`config.mk`:
```
export PLATFORM = sky130hd
export DESIGN_NAME = pipe_stage_chain
export DESIGN_NICKNAME = d
export VERILOG_FILES = /design/src/rtl/pipe_pkg.sv /design/src/rtl/pipe_stage_reg.sv /design/src/rtl/pipe_stage_chain.sv
export SDC_FILE = /design/constraint.sdc
export NUM_CORES = 1
export LEC_CHECK = 0
export BUFFER_PORTS_ARGS = -buffer_cell sky130_fd_sc_hd__buf_2
export CAP_MARGIN = 10
export CORE_AREA = 2 2 241 243
export CTS_BUF_LIST = sky130_fd_sc_hd__clkbuf_16
export CTS_CLUSTER_DIAMETER = 200
export DETAILED_ROUTE_END_ITERATION = 8
export DIE_AREA = 0 0 243 245
export PLACE_DENSITY_LB_ADDON = 0.12
export SLEW_MARGIN = 20
export SYNTH_ARGS = -nofsm -noshare
export SYNTH_HDL_FRONTEND = slang
export SYNTH_SLANG_ARGS = --single-unit
```
`constraint.sdc`:
```
create_clock -name clk -period 3.3 [get_ports clk]
set_clock_uncertainty 0.2 [all_clocks]
set_input_delay 0.33 -clock clk [delete_from_list [all_inputs] [get_ports clk]]
set_output_delay 0.33 -clock clk [all_outputs]
set_load 0.005 [all_outputs]
```
`src/rtl/pipe_pkg.sv`:
```
// Shared definitions for the pipeline stage chain: stage-register select codes,
// the NOP payload value and the occupancy width helper.
package pipe_pkg;

    localparam int unsigned NOP_PAYLOAD = 0;

    typedef enum logic [1:0] {
        SEL_HOLD  = 2'd0,
        SEL_LOAD  = 2'd1,
        SEL_CLEAR = 2'd2
    } stage_sel_e;

    function automatic int unsigned occ_width(input int unsigned stages);
        return $clog2(stages + 1);
    endfunction

endpackage

```
`src/rtl/pipe_stage_reg.sv`:
```
// One pipeline stage register ({valid, payload}) with load/hold/clear select
// and asynchronous active-low reset.
module pipe_stage_reg
    import pipe_pkg::*;
#(
    parameter int unsigned W = 9
) (
    input  logic         clk,
    input  logic         reset,
    input  stage_sel_e   sel,
    input  logic [W-1:0] d,
    output logic [W-1:0] q
);

    logic [W-1:0] state_q;
    logic [W-1:0] state_d;

    always_comb begin
        state_d = state_q;
        case (sel)
            SEL_LOAD:  state_d = d;
            SEL_CLEAR: state_d = W'(NOP_PAYLOAD);
            default:   state_d = state_q;
        endcase
    end

    always_ff @(posedge clk or negedge reset) begin
        if (!reset) begin
            state_q <= '0;
        end else begin
            state_q <= state_d;
        end
    end

    assign q = state_q;

endmodule

```
`src/rtl/pipe_stage_chain.sv`:
```
// Parametrised chain of valid-tagged pipeline registers with stall (hold plus
// bubble), flush (kill younger stages) and saturating stall/flush counters.
module pipe_stage_chain
    import pipe_pkg::*;
#(
    parameter int unsigned WIDTH  = 96,
    parameter int unsigned STAGES = 4,
    parameter int unsigned CNT_W  = 16
) (
    input  logic                           clk,
    input  logic                           reset,
    input  logic                           in_valid,
    input  logic [WIDTH-1:0]               in_data,
    output logic                           in_ready,
    input  logic [STAGES-1:0]              stall,
    input  logic [STAGES-1:0]              flush,
    input  logic                           clear_counters,
    output logic [STAGES-1:0]              stage_valid,
    output logic [STAGES*WIDTH-1:0]        stage_data,
    output logic                           out_valid,
    output logic [WIDTH-1:0]               out_data,
    output logic [occ_width(STAGES)-1:0]   occupancy,
    output logic [CNT_W-1:0]               stall_count,
    output logic [CNT_W-1:0]               flush_count
);

    localparam int unsigned OCC_W = occ_width(STAGES);

    logic [STAGES-1:0] hold;
    logic [STAGES-1:0] kill;
    logic [WIDTH:0]    stage_bits [STAGES];
    logic [CNT_W-1:0]  stall_cnt_q, stall_cnt_d;
    logic [CNT_W-1:0]  flush_cnt_q, flush_cnt_d;
    logic [OCC_W-1:0]  occ;

    // Suffix-OR from the oldest stage down: a stall or flush affects itself and all younger stages.
    always_comb begin
        hold = '0;
        kill = '0;
        hold[STAGES-1] = stall[STAGES-1];
        kill[STAGES-1] = flush[STAGES-1];
        for (int unsigned i = 1; i < STAGES; i++) begin
            hold[STAGES-1-i] = hold[STAGES-i] | stall[STAGES-1-i];
            kill[STAGES-1-i] = kill[STAGES-i] | flush[STAGES-1-i];
        end
    end

    assign in_ready = !hold[0] && !(|flush);

    for (genvar k = 0; k < STAGES; k++) begin : g_stage
        stage_sel_e     sel;
        logic [WIDTH:0] load;

        if (k == 0) begin : g_head
            always_comb begin
                sel  = SEL_LOAD;
                load = {in_valid, in_valid ? in_data : WIDTH'(NOP_PAYLOAD)};
                if (kill[0]) begin
                    sel = SEL_CLEAR;
                end else if (hold[0]) begin
                    sel = SEL_HOLD;
                end
            end
        end else begin : g_body
            always_comb begin
                sel  = SEL_LOAD;
                load = stage_bits[k-1];
                if (kill[k]) begin
                    sel = SEL_CLEAR;
                end else if (hold[k]) begin
                    sel = SEL_HOLD;
                end else if (hold[k-1] || kill[k-1]) begin
                    sel = SEL_CLEAR;
                end
            end
        end

        pipe_stage_reg #(
            .W (WIDTH + 1)
        ) u_reg (
            .clk   (clk),
            .reset (reset),
            .sel   (sel),
            .d     (load),
            .q     (stage_bits[k])
        );

        assign stage_valid[k]               = stage_bits[k][WIDTH];
        assign stage_data[k*WIDTH +: WIDTH] = stage_bits[k][WIDTH-1:0];
    end

    assign out_valid = stage_bits[STAGES-1][WIDTH];
    assign out_data  = stage_bits[STAGES-1][WIDTH-1:0];

    always_comb begin
        occ = '0;
        for (int unsigned i = 0; i < STAGES; i++) begin
            occ = occ + OCC_W'(stage_valid[i]);
        end
    end

    assign occupancy = occ;

    always_comb begin
        stall_cnt_d = stall_cnt_q;
        flush_cnt_d = flush_cnt_q;
        if (clear_counters) begin
            stall_cnt_d = '0;
            flush_cnt_d = '0;
        end else begin
            if (|stall && stall_cnt_q != '1) stall_cnt_d = stall_cnt_q + 1'b1;
            if (|flush && flush_cnt_q != '1) flush_cnt_d = flush_cnt_q + 1'b1;
        end
    end

    always_ff @(posedge clk or negedge reset) begin
        if (!reset) begin
            stall_cnt_q <= '0;
            flush_cnt_q <= '0;
        end else begin
            stall_cnt_q <= stall_cnt_d;
            flush_cnt_q <= flush_cnt_d;
        end
    end

    assign stall_count = stall_cnt_q;
    assign flush_count = flush_cnt_q;

endmodule

```
### Word-level counts from Yosys, hierarchy flattened

Cells that the tools add are included.

| storage, ports and cells | value |
|---|---|
| bits of input ports | 108 |
| register bits after elaboration | 420 |
| logic and storage cells | 63 |

| cells by class | value |
|---|---|
| reductions and logical operators | 16 |
| add/subtract/negate cells | 5 |
| equal/unequal tests | 10 |
| multiplexer cells | 20 |
| bitwise gates (word level) | 6 |

Operator list:

| kind | count |
|---|---|
| $pmux W97 S2 | 4 |
| $mux W96 | 1 |
| $mux W16 | 4 |
| $add A16 B1 Y16 const B | 2 |
| $ne A16 B16 Y1 const B | 2 |
| $mux W2 | 10 |
| $reduce_bool A2 Y1 | 6 |
| $eq A2 B1 Y1 const B | 4 |
| $eq A2 B2 Y1 const B | 4 |
| $reduce_or A4 Y1 | 2 |
| $or A1 B1 Y1 | 6 |
| $add A2 B1 Y3 | 1 |
| $add A3 B1 Y3 | 1 |
| $logic_and A1 B1 Y1 | 3 |
| $logic_or A1 B1 Y1 | 3 |
| $add A1 B1 Y2 | 1 |
| $logic_not A1 Y1 | 2 |
| $mux W1 | 1 |

### Depth between registers and ports, before layout

| depth | value |
|---|---|
| depth in word-level cells | 9 |
| depth in mapped cells | 7 |

### Hierarchy

A second synthesis with hierarchy kept.

| second synthesis, totals | value |
|---|---|
| cell total of the unflattened synthesis | 2102 |
| area total of the unflattened synthesis | 19925.4 sq um |

Modules (own cells, without submodules):

| module | instances | cells an instance | area each (sq um) |
|---|---|---|---|
| pipe_stage_reg | 4 | 420 | 4154.0 |
| pipe_stage_chain | 1 | 422 | 3309.4 |

### Worst setup path before layout

OpenSTA, ideal clock, no wires.

| timing | value |
|---|---|
| kind | register to register |
| from | register stall_cnt_q[0] (netlist: stall_count[0]) |
| to | register stall_cnt_q[14] (netlist: stall_count[14]) |
| period minus slack after synthesis | 2155 ps |
| arrival time | 1877 ps |
| stages on the path, launching flop included | 7 |
| path slack | 1145 ps |
| required time | 3022 ps |
| setup time | 78 ps |
| cell sequence | dfrtp_1 -> ha_1 -> and2_1 -> or4b_1 -> clkbuf_1 -> or4_1 -> a21oi_1 |

| on the way | value |
|---|---|
| word-level cells in the longest chain between the ends | 3 |
| elaborated cells on any way between the ends | 6 |
| classes of those cells | add/sub: 1; eq/ne: 1; mux: 2; reduce/logical: 2 |

RTL lines:

| element | line | RTL |
|---|---|---|
| from (decl) | pipe_stage_chain.sv:32 | `logic [CNT_W-1:0] stall_cnt_q, stall_cnt_d;` |
| from (signal assigned) | pipe_stage_chain.sv:121 | `stall_cnt_q <= stall_cnt_d;` |
| $add A16 B1 Y16 or $ne A16 B16 Y1 (tied branches) | pipe_stage_chain.sv:111 | `if (\|stall && stall_cnt_q != '1) stall_cnt_d = stall_cnt_q + 1'b1;` |
| $mux W16 or $logic_and A1 B1 Y1 (tied branches) | pipe_stage_chain.sv:111 |  |
| $mux W16 or $reduce_bool A2 Y1 (tied branches) | -- |  |

Parallel ways exist; a longest one is shown, timed or not. The select of a mux whose other input is x is not followed.
A chain may end at the register's enable or synchronous reset.

### Worst setup path in the final report

| timing | value |
|---|---|
| from | register g_stage[0].u_reg.state_q[96] |
| to | output port occupancy[1] |

| on the way | value |
|---|---|
| word-level cells in the longest chain between the ends | 3 |

RTL lines:

| element | line | RTL |
|---|---|---|
| from (decl) | pipe_stage_reg.sv:15 | `logic [W-1:0] state_q;` |
| from (signal assigned) | pipe_stage_reg.sv:31 | `state_q <= state_d;` |
| $add A1 B1 Y2 | pipe_stage_chain.sv:98 | `occ = occ + OCC_W'(stage_valid[i]);` |
| $add A2 B1 Y3 | pipe_stage_chain.sv:98 |  |
| $add A3 B1 Y3 | pipe_stage_chain.sv:98 |  |
| to (decl) | pipe_stage_chain.sv:22 | `output logic [occ_width(STAGES)-1:0] occupancy,` |

No other way between the ends.

==> results.toml <==
[final_layout]
final_cell_mix = "buf_2, dfrtp_1, a22o_1"
nets = 2095
stdcell_count = 2787
layout-drive-gt1-share = 0.367
final_area_um2 = 22400
final_common_cell = "buf_2"
final_util = 0.393
syn_to_final_growth_pct = 35.3

[sta]
slew_headroom = 0.333
finalHoldViolCount = 0
tns_ps = 0
max_clock_freq_mhz = 359
worst_pin_slew_ps = 999
rsz0062_at_grt = "no"
min_period_ps = 2790
post-route-period-util = 0.844
setup_viol_count_final = 0
fin_ws_ps = 514
maxSlewViolCount = 0

[logic_synthesis]
synth.ff_latch_count = 420
syn_nets = 1488
synthXorXnorAreaFrac = 0
synthMuxAreaShare = 0.00400
synth_warnings = 0
synth_top_family_by_area = "compound AO/OA/AOI/OAI gates"
yosysTopAreaCell = "dfrtp_1"
async_flop_share = 1.00
ys_types = 45
yosys.area_share.simple = 0.0799
syn_avg_cell_area_um2 = 12.1
synthAdderAreaFrac = 0.00423
synth_top_cells_by_area = "dfrtp_1, a22o_1, buf_4, nand2_1, a21oi_1"
netlist_area_um2 = 16600
ys.flop_type = "dfrtp_1"
ys_seq_area_frac = 0.634
synth_edf_count = 0
synth_cells = 1375
synth_compound_area_frac = 0.203
post-synth-top-area-fraction = 0.634

[global_route]
grt_pass1_vias = 13400
grt_pass1_wl_um = 90000
grt_max_degree = 98
overflow = 0
antenna_found_initial = 2
grt_usage = 0.198

[setup_path]
crit_path_top_delay_cell = "fa_1"
start_kind = "flip-flop"
path_buf_inv = 3
critPathMaxStageDelay_ps = 530
end_kind = "primary output"
reg2reg_setup_slack_ps = 950
crit_path_max_fanout = 4
cp_cell_sequence = "inv_1, fa_1, inv_1, ha_1, ha_1, buf_2"
path_class = "reg -> out"
cpLargestDelayFamily = "adder cells"
ff2ff_path_depth = 5
path_depth = 6
cp.required_ps = 2770
arrival_ps = 2260

[placed_design]
io_buffers = 628
gp_congestion = 0.837
dp_hpwl_um = 41900
place_area_um2 = 19900
dp_slack_ps = 741
dp_cells = 2598

[route]
via_count = 13600
via_per_inst = 4.88
finalWirelength_um = 60800
drt_pass1_iterations = 5
drt-initial-drc-count = 657
wl_per_cell_um = 21.8
drc = 0
ant_nets = 0

[die]
core-area_um2 = 57000
die-area_um2 = 59500
io_pins = 629
initial_core_util = 0.291
die_height_um = 245
fp.dieW_um = 243
fp-row-count = 88

[hold_path]
min_path_type = "in -> async"

[clock_tree]
clock_latency_ps = 580
post_cts_resized = 0
htree_levels = 2
cts.clk_slew.worst_paths_ps = 60
numCtsBuffers = 50
cts_tree = "yes"
cts_root_buf = "clkbuf_16"
cts_sinks = 420
clock_path_buffers = 3

[job]
maxCapViolations = 0

[pwr]
power.density_nw_per_um2 = 484
vdd_drop_max_mv = 0.317
leakage_nw = 11.9

[run_status]
status = "complete, no violations"
-- area by class of cell --
cell class	count	area (µm²)
Antenna cell	2	5.00
Clock buffer	50	1250
Clock inverter	40	273
Fill cell	5748	34600
Inverter	9	33.8
Multi-Input combinational cell	744	4890
Sequential cell	420	10500
Tap cell	765	957
Timing Repair Buffer	757	4510
-- cell usage after synthesis, types with 6 or more instances --
cell,number
nand4_1,9
inv_1,9
nor2b_1,6
a22o_1,290
a21oi_1,117
clkbuf_1,68
nor4_1,10
buf_4,104
dfrtp_1,420
nor2_1,10
buf_2,23
o21ai_0,7
or4_1,16
o31ai_1,14
nand2_1,205
nand3_1,9
-- timing repair --
action                                  CTS  global route
setup buffers                             0             0
endpoints found under the hold margin   152             0
hold buffers                             97             0
endpoints found under the setup margin    0             0
-- sequential cells by signal, summed over array words and instances, names as in the netlist --
signal and cells:
flush_count 16, g_stage.u_reg.q 388, stall_count 16
-- logic make-up (layout without fill, tap and decap cells) --
kind of cell,Yosys count,after routing
AO/OA/AOI/OAI,442,442
flip-flops,420,420
AND/OR/NAND/NOR,291,291
buffers and inverters,211,856
multiplexers,6,6
adder cells (fa/ha/maj),5,5
other,0,2
-- stage by stage --
| step | power [mW] | hold slack, ps |
|---|---|---|
| 3_5_place_dp | 5.69 | 136 |
| 6_report | 10.9 | 100 |
| 3_3_place_gp | 5.68 | 128 |
| 5_1_grt | 11.3 | 116 |
| 4_1_cts | 11.0 | 83.3 |
| 2_1_floorplan | 5.39 | -166 |
-- worst paths after layout --
check                                       start                endpoint
max in group asynchronous                   reset  g_stage[3].u_reg.q[77]
max                        g_stage[0].u_reg.q[96]            occupancy[1]
min reg2reg                g_stage[2].u_reg.q[68]  g_stage[3].u_reg.q[68]
max reg2reg                        stall_count[1]         stall_count[14]
min in group clk                   clear_counters         flush_count[11]
min                                         reset         flush_count[11]
-- power by group --
part	internal, mW	switching [mW]
Sequential	5.16	0.0116
Combinational	0.175	0.327
Clock	2.98	2.22
Total	8.31	2.56
-- layer usage --
metal / share of wire / wire length [µm] / GRT usage
met1: 0.43 / 26200 / 0.264
met2: 0.48 / 29500 / 0.320
met3: 0.059 / 3570 / 0.0445
met4: 0.025 / 1510 / 0.0594
met5: 0 / 0 / 0
Power figures use the tool's default switching activity.
